==> src/rtl/ps2_receiver.sv <==
// ps2_receiver
//   Receives PS/2 style frames (start bit, DATA_W data bits LSB first,
//   optional parity bit, stop bit) sampled on falling edges of a filtered
//   SCL. Good frames go into a small receive FIFO. Dropped frames raise a
//   one-cycle error pulse.
//
// Ports
//   clk        : system clock, all logic on its rising edge
//   rst        : asynchronous active-low reset
//   SCL, SDA   : PS/2 clock and data lines, asynchronous, idle high
//   data_out   : FIFO head entry
//   data_valid : FIFO not empty
//   data_ready : consumer accepts data_out (pop when data_valid is also high)
//   parity_err : one-cycle pulse, frame dropped for bad parity
//   frame_err  : one-cycle pulse, frame dropped for bad stop bit or timeout
//   overflow   : one-cycle pulse, good frame dropped because FIFO is full
//   fifo_count : current FIFO occupancy
module ps2_receiver #(
  parameter int DATA_W      = 8,
  parameter int PARITY_EN   = 1,
  parameter int PARITY_ODD  = 1,
  parameter int FIFO_DEPTH  = 4,
  parameter int FILTER      = 4,
  parameter int TIMEOUT_CYC = 5000
) (
  input  logic                          clk,
  input  logic                          rst,
  input  logic                          SCL,
  input  logic                          SDA,
  output logic [DATA_W-1:0]             data_out,
  output logic                          data_valid,
  input  logic                          data_ready,
  output logic                          parity_err,
  output logic                          frame_err,
  output logic                          overflow,
  output logic [$clog2(FIFO_DEPTH):0]   fifo_count
);

  localparam int PTR_W  = $clog2(FIFO_DEPTH);
  localparam int FCNT_W = $clog2(FILTER + 1);
  localparam int TO_W   = $clog2(TIMEOUT_CYC + 1);
  localparam int BIT_W  = $clog2(DATA_W);

  typedef enum logic [1:0] {IDLE, DATA, PARITY, STOP} state_t;

  // Synchronizers and filters reset to the idle-high level so that leaving
  // reset with both lines high never looks like an SCL falling edge.
  logic [1:0]        r_sclSync, r_sdaSync;
  logic              r_sclFilt, r_sdaFilt, r_sclFiltD;
  logic [FCNT_W-1:0] r_sclCnt, r_sdaCnt;
  logic              w_sample;

  always_ff @(posedge clk or negedge rst) begin
    if (!rst) begin
      r_sclSync  <= 2'b11;
      r_sdaSync  <= 2'b11;
      r_sclFilt  <= 1'b1;
      r_sdaFilt  <= 1'b1;
      r_sclFiltD <= 1'b1;
      r_sclCnt   <= '0;
      r_sdaCnt   <= '0;
    end else begin
      r_sclSync  <= {r_sclSync[0], SCL};
      r_sdaSync  <= {r_sdaSync[0], SDA};
      r_sclFiltD <= r_sclFilt;
      // The counter tracks how many consecutive samples disagree with the
      // filtered level; any agreeing sample restarts the count.
      if (r_sclSync[1] == r_sclFilt) begin
        r_sclCnt <= '0;
      end else if (r_sclCnt == FCNT_W'(FILTER - 1)) begin
        r_sclFilt <= r_sclSync[1];
        r_sclCnt  <= '0;
      end else begin
        r_sclCnt <= r_sclCnt + FCNT_W'(1);
      end
      if (r_sdaSync[1] == r_sdaFilt) begin
        r_sdaCnt <= '0;
      end else if (r_sdaCnt == FCNT_W'(FILTER - 1)) begin
        r_sdaFilt <= r_sdaSync[1];
        r_sdaCnt  <= '0;
      end else begin
        r_sdaCnt <= r_sdaCnt + FCNT_W'(1);
      end
    end
  end

  assign w_sample = r_sclFiltD & ~r_sclFilt;

  state_t            r_state, w_stateNext;
  logic [BIT_W-1:0]  r_bitCnt, w_bitCntNext;
  logic [DATA_W-1:0] r_shift, w_shiftNext;
  logic              r_parityOk, w_parityOkNext;
  logic [TO_W-1:0]   r_toCnt, w_toCntNext;
  logic              r_parityErr, r_frameErr, r_overflow;
  logic              w_push, w_parErr, w_frmErr;

  always_ff @(posedge clk or negedge rst) begin
    if (!rst) begin
      r_state     <= IDLE;
      r_bitCnt    <= '0;
      r_shift     <= '0;
      r_parityOk  <= 1'b1;
      r_toCnt     <= '0;
      r_parityErr <= 1'b0;
      r_frameErr  <= 1'b0;
    end else begin
      r_state     <= w_stateNext;
      r_bitCnt    <= w_bitCntNext;
      r_shift     <= w_shiftNext;
      r_parityOk  <= w_parityOkNext;
      r_toCnt     <= w_toCntNext;
      r_parityErr <= w_parErr;
      r_frameErr  <= w_frmErr;
    end
  end

  always_comb begin
    w_stateNext    = r_state;
    w_bitCntNext   = r_bitCnt;
    w_shiftNext    = r_shift;
    w_parityOkNext = r_parityOk;
    w_toCntNext    = '0;
    w_push         = 1'b0;
    w_parErr       = 1'b0;
    w_frmErr       = 1'b0;
    case (r_state)
      IDLE: begin
        if (w_sample && !r_sdaFilt) begin
          w_stateNext    = DATA;
          w_bitCntNext   = '0;
          w_parityOkNext = 1'b1;
        end
      end
      DATA: begin
        // Shifting in from the top leaves the first (LSB) bit at position 0
        // once all DATA_W bits have arrived.
        if (w_sample) begin
          w_shiftNext  = {r_sdaFilt, r_shift[DATA_W-1:1]};
          w_bitCntNext = r_bitCnt + BIT_W'(1);
          if (r_bitCnt == BIT_W'(DATA_W - 1)) begin
            w_stateNext = (PARITY_EN != 0) ? PARITY : STOP;
          end
        end
      end
      PARITY: begin
        if (w_sample) begin
          w_parityOkNext = ((^r_shift) ^ r_sdaFilt) == 1'(PARITY_ODD);
          w_stateNext    = STOP;
        end
      end
      STOP: begin
        if (w_sample) begin
          w_stateNext = IDLE;
          if (!r_sdaFilt) begin
            w_frmErr = 1'b1;
          end else if (r_parityOk) begin
            w_push = 1'b1;
          end else begin
            w_parErr = 1'b1;
          end
        end
      end
      default: w_stateNext = IDLE;
    endcase
    // Inactivity watchdog: counts only while a frame is in progress and
    // aborts it when no SCL falling edge arrives in time.
    if (r_state != IDLE && !w_sample) begin
      if (r_toCnt == TO_W'(TIMEOUT_CYC - 1)) begin
        w_stateNext = IDLE;
        w_frmErr    = 1'b1;
      end else begin
        w_toCntNext = r_toCnt + TO_W'(1);
      end
    end
  end

  logic [DATA_W-1:0] r_mem [FIFO_DEPTH];
  logic [PTR_W-1:0]  r_wrPtr, r_rdPtr;
  logic [PTR_W:0]    r_count;
  logic              w_pop, w_full, w_wr, w_ovf;

  // A push into a full FIFO still succeeds if a pop happens in the same
  // cycle: the write lands in the slot being vacated.
  assign w_pop  = (r_count != '0) && data_ready;
  assign w_full = (r_count == (PTR_W+1)'(FIFO_DEPTH));
  assign w_wr   = w_push && (!w_full || w_pop);
  assign w_ovf  = w_push && w_full && !w_pop;

  always_ff @(posedge clk or negedge rst) begin
    if (!rst) begin
      for (int i = 0; i < FIFO_DEPTH; i++) r_mem[i] <= '0;
      r_wrPtr    <= '0;
      r_rdPtr    <= '0;
      r_count    <= '0;
      r_overflow <= 1'b0;
    end else begin
      r_overflow <= w_ovf;
      if (w_wr) begin
        r_mem[r_wrPtr] <= r_shift;
        r_wrPtr        <= r_wrPtr + PTR_W'(1);
      end
      if (w_pop) begin
        r_rdPtr <= r_rdPtr + PTR_W'(1);
      end
      if (w_wr && !w_pop) begin
        r_count <= r_count + (PTR_W+1)'(1);
      end else if (!w_wr && w_pop) begin
        r_count <= r_count - (PTR_W+1)'(1);
      end
    end
  end

  assign data_out   = r_mem[r_rdPtr];
  assign data_valid = (r_count != '0);
  assign fifo_count = r_count;
  assign parity_err = r_parityErr;
  assign frame_err  = r_frameErr;
  assign overflow   = r_overflow;

endmodule

==> config.mk <==
export PLATFORM = sky130hd
export DESIGN_NAME = ps2_receiver
export DESIGN_NICKNAME = d
export VERILOG_FILES = /design/src/rtl/ps2_receiver.sv
export SDC_FILE = /design/constraint.sdc
export NUM_CORES = 1
export LEC_CHECK = 0
export ABC_AREA = 1
export CELL_PAD_IN_SITES_DETAIL_PLACEMENT = 2
export CELL_PAD_IN_SITES_GLOBAL_PLACEMENT = 2
export CORE_MARGIN = 3
export CORE_UTILIZATION = 39
export DETAILED_ROUTE_END_ITERATION = 8
export DONT_BUFFER_PORTS = 1
export PLACE_DENSITY = 0.89
export SLEW_MARGIN = 10
export SYNTH_ARGS = -nofsm -noshare
export SYNTH_HDL_FRONTEND = slang
export SYNTH_SLANG_ARGS = --single-unit
==> constraint.sdc <==
create_clock -name clk -period 2.7 [get_ports clk]
set_clock_uncertainty 0.15 [all_clocks]
set_input_delay 0.54 -clock clk [delete_from_list [all_inputs] [get_ports clk]]
set_output_delay 0.54 -clock clk [all_outputs]
set_load 0.01 [all_outputs]
==> run metrics <==
CTS H-Tree Depth=3; core area=~0.0098 sq mm; Setup crit end kind=flip-flop; Power Internal=about 2.5 mW; final hold viol count=0; Pleak=about 2.2 nW; final core occ=44.4%; num rows=36; yosys warns=0; worst-skew pair later-pin latency=between 0.3 and 0.4 ns; via count=3295; clk sinks=82; GRT Util Overall=between 20% and 30%; PD cells=993 mW/mm^2; Reg2Reg Launch Point=fifo_count[1]$_DFFE_PN0P_; RSZ-0062 raised after global routing=false; total grt overflow=0; post-route minimum period=2.55 ns; post-synthesis sequential area ratio=a little over half; status=finished clean; synthesis-stage register bit count=82; Final Routed Wirelength=12100 microns; GPL Wtd Cong=approximately 0.79; mean post-synth cell area=around 8.4 sq um; switching share of power=42.6%; Critical Path RT=between 2 and 3 ns; area delta synth->final=10.0%; worst flop-to-flop path endpoint=fifo_count[1]$_DFFE_PN0P_; Hold Crit Start=data_ready; worst min path class=in -> reg; DRC Markers=0; antenna-violating nets left=0; Routed wire per std cell=a little under 20 microns; largest net degree at the start of global routing=just over 80; ys async rst share=between 90% and 100%; most frequent cells in the layout=nand2_1 (133), dfrtp_1 (71), inv_1 (45), nor2_1 (45), o21ai_0 (41); CP max FO=4; Syn Nets=487; CTS tree=yes; share of layout cells above drive strength 1=about 9.8%; die width=107 microns; Switch Pwr=roughly 1.8 mW; DR WL met3=between 300 and 400 microns; Reg2Reg Depth=10; post-synthesis instance area=a little under 0.004 sq mm; clock share of power=between 20% and 30%; CTS Buffer Depth=2; clk slew on worst S/H paths=approximately 0.08 ns; Die Span Y=around 110 microns; Max Used Layer=met4; WHS Path Cells=2; antenna cells=0; main flop type after synthesis=dfrtp_1; postcts setup bufs=0; Via-to-Cell Ratio=between 5 and 6; commonest non-fill, non-tap cell in the layout=nand2_1; global-route wire length before repair=20200 microns; Post-synth EDFFs=0; vias in the first global route=around 3800; I/O Buffers=0; critical path class=reg -> reg; R2R setup slack=~0.15 ns; Syn Inst Count=471; DRT iter0 DRCs=between 100 and 150; die area=approximately 0.011 sq mm; Max-slew headroom=61.3%; # setup viols final=0; layout net count=roughly 490; Worst-Margin Slew=0.577 ns; WHS Endpoint=r_rdPtr[0]$_DFFE_PN0P_; Synth cell types=31; Fin Setup TNS=0 ns; detailed placement HPWL=between 7000 and 8000 microns; num ports=20; Num CTS Buffers=9; met2 wire len=about 6500 microns; Max-Cap Viols=0; antenna violations before repair=0; fmax=slightly below 0.4 GHz; Initial Utilization=40.4%; wire length on met1=4960 microns; Pins Over Slew Limit=0; Logic pwr share=a little over a third; First-pass DRT Iterations=4; Tcrit/Tclk final=94.3%; clock root cell=clkbuf_8; Max IR drop VDD=0.000353 V; sequential share of power=between 40% and 50%; critical path startpoint category=flip-flop; WP data arrival=roughly 2.7 ns
synth_stat cells (all sizes together), types with 6 or more instances:
cell type / n / share of area [%]
ha: 10 / 3.2
o21ai: 63 / 8.0
clkbuf: 7 / 0.66
dfrtp: 74 / 47
nand2: 135 / 13
xor2: 8 / 1.8
nor2: 50 / 5.5
buf: 9 / 1.6
nor4: 9 / 1.8
nand3: 15 / 1.9
o22ai: 9 / 1.4
dfstp: 8 / 5.3
inv: 48 / 4.5
nor3: 6 / 0.76
repair_timing:
item | CTS | global route
gates resized for setup | 0 | 9
hold buffers | 4 | 0
endpoints found under the setup margin | 0 | 2
endpoints found under the hold margin | 84 | 0
stage by stage:
step	area [sq um]	setup WS [ns]	std cells	total power, mW	hold WS [ns]
after floorplan	3970	0.246	471	2.77	0.0944
after global placement	4060	0.237	591	3.07	0.0987
after CTS	4340	0.00379	611	4.36	0.170
after global routing	4360	0.00669	611	4.68	0.215
after detailed placement	4060	0.0968	591	3.25	0.0981
final	4360	0.153	611	4.33	0.203
cell type report:
| type | instances | area (sq um) |
|---|---|---|
| Inverter | 48 | 180 |
| Clock inverter | 5 | 77.6 |
| Sequential cell | 82 | 2070 |
| Timing Repair Buffer | 7 | 80.1 |
| Multi-Input combinational cell | 325 | 1650 |
| Clock buffer | 11 | 141 |
| Tap cell | 133 | 166 |
| Fill cell | 1136 | 5460 |
worst max-delay path by stage:
stage | start | endpoint | slack, ns
after floorplan | r_sclFiltD$_DFF_PN1_ | fifo_count[2]$_DFFE_PN0P_ | 0.25
after global placement | r_sclFiltD$_DFF_PN1_ | fifo_count[2]$_DFFE_PN0P_ | 0.24
after detailed placement | r_sclFiltD$_DFF_PN1_ | fifo_count[2]$_DFFE_PN0P_ | 0.1
after CTS | r_sclFiltD$_DFF_PN1_ | fifo_count[2]$_DFFE_PN0P_ | 0.004
after global routing | fifo_count[1]$_DFFE_PN0P_ | fifo_count[1]$_DFFE_PN0P_ | 0.007
final | fifo_count[1]$_DFFE_PN0P_ | fifo_count[1]$_DFFE_PN0P_ | 0.15
registers in the layout, indices dropped and copies added, names as in the netlist:
register    cells
overflow        1
r_wrPtr         2
r_sdaFilt       1
r_sclSync       2
r_sdaSync       2
r_sclFiltD      1
r_sdaCnt        3
parity_err      1
fifo_count      3
r_sclCnt        3
frame_err       1
r_rdPtr         2
r_sclFilt       1
r_mem          32
r_state         2
r_bitCnt        3
r_parityOk      1
r_shift         8
r_toCnt        13
logic make-up after synthesis:
kind of cell	synth area share, %
mux	0.820
buf+inv	6.82
simple gates	24.1
flops	52.0
xor+xnor	2.43
fa+ha+maj	3.66
compound gates	10.2
per-layer routing:
| layer | up-vias | GRT usage, % |
|---|---|---|
| met1 | 1699 | 26.7 |
| met2 | 49 | 41.7 |
| met3 | 29 | 4.58 |
| met5 | - | 0 |
| li1 | 1518 | - |
| met4 | 0 | 9.13 |
power groups by stage:
| stage | clock, mW | combinational (mW) | sequential [mW] |
|---|---|---|---|
| floorplan | 0 | 1.14 | 1.63 |
| global placement | 0 | 1.31 | 1.76 |
| detailed placement | 0 | 1.46 | 1.80 |
| CTS | 1.05 | 1.54 | 1.78 |
| global route | 1.10 | 1.75 | 1.83 |
| finish | 1.01 | 1.53 | 1.79 |
critical path: stages (launching register included):
cell	delay [ns]
dfrtp_2	0.47
nor2_1	0.22
nand2_2	0.14
nand2_2	0.13
nand3_1	0.10
nand2_1	0.10
inv_1	0.07
ha_1	0.18
inv_1	0.12
fa_2	0.46
mux2_2	0.29
No activity file was read; power rests on OpenSTA's default activity.
